[src/rtl/ahb_slave_if.sv]
// AHB-Lite slave front end of the AHB-to-APB bridge: address qualification, region decode,
// two-stage address/data/direction pipeline and the two-cycle ERROR response.
// Optional feature: define ALIGN_CHECK_EN to reject misaligned halfword/word transfers.
module ahb_slave_if #(
    parameter logic [31:0] ADDR_BASE   = 32'h8000_0000,
    parameter int unsigned REGION_LOG2 = 26
) (
    input  logic        hclk,
    input  logic        hreset,
    input  logic        hwrite,
    input  logic        hready_in,
    input  logic [1:0]  htrans,
    input  logic [2:0]  hsize,
    input  logic [31:0] haddr,
    input  logic [31:0] hwdata,
    input  logic        fsm_hready,
    input  logic [31:0] prdata,
    output logic        valid,
    output logic [2:0]  tempselx,
    output logic [31:0] haddr1,
    output logic [31:0] haddr2,
    output logic [31:0] hwdata1,
    output logic [31:0] hwdata2,
    output logic        hwrite_reg,
    output logic        hwrite_reg1,
    output logic        hready_out,
    output logic [1:0]  hresp,
    output logic [31:0] hr_data
);

    typedef enum logic [1:0] {
        StOk   = 2'd0,
        StErr1 = 2'd1,
        StErr2 = 2'd2
    } state_e;

    localparam logic [1:0] RespOkay  = 2'b00;
    localparam logic [1:0] RespError = 2'b01;

    state_e      state;
    logic [1:0]  hresp_q;
    logic        err_rdy_q;

    logic        active;
    logic        in_window;
    logic [31:0] offset;
    logic [31:0] region_idx;
    logic        aligned;
    logic        legal;
    logic        bad_xfer;

    // NONSEQ and SEQ only; IDLE and BUSY never start a transfer.
    assign active = ((htrans == 2'b10) || (htrans == 2'b11)) && hready_in;

    // Window check is done before the subtraction so a wrapped offset never selects a region.
    assign in_window  = (haddr >= ADDR_BASE);
    assign offset     = haddr - ADDR_BASE;
    assign region_idx = offset >> REGION_LOG2;

    always_comb begin
        tempselx = 3'b000;
        if (in_window) begin
            case (region_idx)
                32'd0:   tempselx = 3'b001;
                32'd1:   tempselx = 3'b010;
                32'd2:   tempselx = 3'b100;
                default: tempselx = 3'b000;
            endcase
        end
    end

`ifdef ALIGN_CHECK_EN
    always_comb begin
        aligned = 1'b1;
        if (hsize == 3'b001) begin
            aligned = (haddr[0] == 1'b0);
        end else if (hsize == 3'b010) begin
            aligned = (haddr[1:0] == 2'b00);
        end
    end
`else
    assign aligned = 1'b1;
`endif

    assign legal    = (hsize <= 3'b010) && aligned;
    assign bad_xfer = active && ((tempselx == 3'b000) || !legal);

    assign valid = active && (tempselx != 3'b000) && legal && (state == StOk) && !hreset;

    // Error FSM with registered response outputs.
    always_ff @(posedge hclk) begin
        if (hreset) begin
            state     <= StOk;
            hresp_q   <= RespOkay;
            err_rdy_q <= 1'b0;
        end else begin
            case (state)
                StOk: begin
                    if (bad_xfer) begin
                        state     <= StErr1;
                        hresp_q   <= RespError;
                        err_rdy_q <= 1'b0;
                    end else begin
                        hresp_q   <= RespOkay;
                        err_rdy_q <= 1'b0;
                    end
                end
                StErr1: begin
                    state     <= StErr2;
                    hresp_q   <= RespError;
                    err_rdy_q <= 1'b1;
                end
                StErr2: begin
                    state     <= StOk;
                    hresp_q   <= RespOkay;
                    err_rdy_q <= 1'b0;
                end
                default: begin
                    state     <= StOk;
                    hresp_q   <= RespOkay;
                    err_rdy_q <= 1'b0;
                end
            endcase
        end
    end

    assign hresp      = hresp_q;
    assign hready_out = (state == StOk) ? fsm_hready : err_rdy_q;

    // Pipelines advance together and freeze whenever the bus is stalled.
    always_ff @(posedge hclk) begin
        if (hreset) begin
            haddr1      <= 32'h0;
            haddr2      <= 32'h0;
            hwdata1     <= 32'h0;
            hwdata2     <= 32'h0;
            hwrite_reg  <= 1'b0;
            hwrite_reg1 <= 1'b0;
        end else if (hready_in) begin
            haddr1      <= haddr;
            haddr2      <= haddr1;
            hwdata1     <= hwdata;
            hwdata2     <= hwdata1;
            hwrite_reg  <= hwrite;
            hwrite_reg1 <= hwrite_reg;
        end
    end

    assign hr_data = prdata;

endmodule
[config.mk]
export PLATFORM = sky130hd
export DESIGN_NAME = ahb_slave_if
export DESIGN_NICKNAME = d
export VERILOG_FILES = /design/src/rtl/ahb_slave_if.sv
export SDC_FILE = /design/constraint.sdc
export NUM_CORES = 1
export LEC_CHECK = 0
export ABC_AREA = 1
export BUFFER_PORTS_ARGS = -buffer_cell sky130_fd_sc_hd__clkbuf_2
export CORE_UTILIZATION = 44
export DETAILED_ROUTE_END_ITERATION = 6
export PLACE_DENSITY = 0.8
export SETUP_SLACK_MARGIN = 0.15
export SLEW_MARGIN = 25
export SYNTH_ARGS = -nofsm -noshare
export SYNTH_HDL_FRONTEND = slang
export SYNTH_SLANG_ARGS = --single-unit
[constraint.sdc]
create_clock -name hclk -period 0.95 [get_ports hclk]
set_input_delay 0.0475 -clock hclk [delete_from_list [all_inputs] [get_ports hclk]]
set_output_delay 0.0475 -clock hclk [all_outputs]
set_load 0.005 [all_outputs]
==> results by group <==
Outcome
  • Status: finished, violations left
  • Violated checks: negative hold slack, negative setup slack

Logic synthesis
  • Synth cell types: 16
  • Mapped Area: 4930 um^2
  • Post-synth top area share: 54.4%
  • Post-Synthesis Cells: 633
  • Synthesized flop and latch total: 134
  • Synth Area per Inst: 7.79 um^2
  • Dominant cells by area after synthesis: dfxtp_1 54%, nor2_1 20%, o21ai_0 13%, buf_4 5.2%, clkbuf_1 1.7%
  • Sequential share of the synthesized area: 54.4%
  • Largest area contributor in the netlist: dfxtp_1
  • Yosys warns: 0
  • Net count after synthesis: 739

Power and ir drop
  • Leakage: 4.05 nW
  • Power density over the cells: 1940 nW/um^2
  • Max VDD drop: 1.80 mV
  • Total power: 16.2 mW

STA
  • Crit path time final: 1.40 ns
  • Unrepaired setup endpoints after global routing: true
  • Max Slew Vio Count: 0
  • Final Hold Violating Endpoints: 3
  • Worst Skew: 0.00550 ns
  • Final worst slack: -0.445 ns
  • Setup Total Neg Slack: -6.96 ns
  • Fin crit share: 147%
  • Final setup fails: 133
  • Hold Worst Slack: -0.0990 ns
  • Max Fclk: 0.717 GHz

Job
  • Max-Cap Viols: 0

Clock tree
  • Root Driver: clkbuf_8
  • Clk slew on worst S/H paths: 0.06 ns
  • CTS buffer count: 17
  • Worst-skew pair later-pin latency: 0.51 ns
  • CTS tree: built
  • Clock Tree Buf Depth: 2
  • H-tree depth: 4
  • Clock sink total: 134

GRT
  • M3 GR Usage: 8.05%
  • Initial antenna violation count: 0
  • Grt ovf: 0
  • First-pass GRT wire length: 24.4 mm
  • GRT Util Overall: 27.0%
  • Vias in the first global route: 5067
  • Met1 Track Usage GR: 28.3%
  • Met2 Use GR: 49.1%
  • Busiest grt layer: met2
  • Largest net degree at the start of global routing: 79

Setup path
  • WP data required: 0.90 ns
  • Critical path class: flip-flop to primary output
  • Critical Path Fanout Max: 2
  • Critical Path AT: 1.35 ns
  • Startpoint types: flip-flop
  • Worst Setup End Kind: primary output

Route
  • Routed wire length: 18.3 mm
  • Drt drc: 0
  • Via count: 5559
  • WL per Instance: 16.8 um
  • Initial DRC Count: 400
  • Vias/cell: 5.12
  • Detailed Routing Iterations Pass 1: 5
  • ANT nets after route: 0

Floorplan
  • Core Region: 10900 um^2
  • Height of the die: 108 um
  • Width of the die: 108 um
  • Ports: 275
  • Initial Utilization: 45.3%
  • Row count: 38
  • Die ar.: 11600 um^2

Final layout
  • Layout fillers: 680
  • Share of cells above drive strength 1: 51.3%
  • Fin cells: 1086
  • Syn-to-layout area delta: 69.6%
  • Diode count: 0
  • Fin nets: 1039

Hold path
  • Worst hold path type: input pin to flip-flop

Placement
  • Final GP Congestion: 0.779
  • Pre-CTS WS: 0.0222 ns
  • Cells after DPL: 920
  • IO buf count: 208
  • Hpwl dp: 8.13 mm
==> logic make-up after synthesis <==
logic type	count (synthesis)	synth area share (%)
AO/OA/AOI/OAI	134	13.6
buffers and inverters	90	11.0
flip-flops	134	54.4
other	1	0.0760
AND/OR/NAND/NOR	274	21.0
==> final timing paths <==
check / from / end / slack [ns] / cells past startpoint
setup / recovery: state[1] / hready_out / -0.45 / 6
hold / removal: htrans[1] / state[0] / -0.1 / 5
setup reg to reg: haddr1[30] / haddr1[30] / 0.07 / 4
hold reg to reg: haddr1[21] / haddr2[21] / 0.49 / 2
==> cells in the final DEF, fill, tap and decap left out <==
master / n
clkinvlp_4: 3
bufinv_16: 6
o21ai_1: 24
buf_2: 2
inv_6: 1
o21ai_0: 96
clkbuf_2: 156
nand2_1: 9
o21ai_2: 10
buf_6: 62
dfxtp_1: 2
nor3_2: 1
dlymetal6s4s_1: 1
dfxtp_2: 130
nand2_2: 3
inv_2: 6
inv_1: 8
dlygate4sd3_1: 66
nand3_1: 2
conb_1: 1
clkinv_4: 2
dfxtp_4: 2
nor3_1: 1
a21oi_1: 4
nor2_2: 4
nor2_1: 246
clkbuf_16: 16
buf_12: 7
clkbuf_8: 4
clkbuf_1: 1
nor2_4: 8
buf_4: 62
==> per-stage QoR <==
stage	util (%)	area [um^2]
floorplan	-	4930
global placement	53.8	5860
detailed placement	53.8	5860
CTS	71.7	7810
global route	76.8	8360
finish	76.8	8360
==> cells in the mapped netlist, drive strengths merged <==
master,number
inv,15
dfxtp,134
nand3,2
conb,1
clkbuf,25
nor3,2
nand2,12
o21ai,130
a21oi,4
buf,50
nor2,258
==> cell type report <==
class,instances,area (um^2),area share [%]
Sequential cell,134,2850,34.1
Timing Repair Buffer,356,2770,33.1
Inverter,15,61.3,0.733
Tap cell,140,175,2.09
Multi-Input combinational cell,409,1830,21.9
Clock inverter,11,220,2.63
Clock buffer,21,459,5.49
==> worst max-delay path: stages (launching register included) <==
cell and delay, ns:
dfxtp_2 0.33, nor2_4 0.12, buf_4 0.12, buf_6 0.08
nand2_2 0.03, nand2_1 0.05, clkbuf_2 0.10
==> repair_timing <==
action	4_1_cts	5_1_grt
hold buffers	67	4
endpoints found under the setup margin	137	169
gates resized for setup	136	174
endpoints found under the hold margin	69	6
setup buffers	56	11
pin swaps	5	25
==> metal layers <==
layer / up-vias / wire, um
li1: 2586 / -
met1: 2568 / 6600
met2: 336 / 9430
met3: 69 / 1490
met4: 0 / 741
met5: - / 0
==> power breakdown <==
group | internal [mW] | switching [mW]
Sequential | 6.08 | 0.269
Clock | 5.02 | 2.53
Combinational | 1.25 | 1.07
No activity file was read; power rests on OpenSTA's default activity.
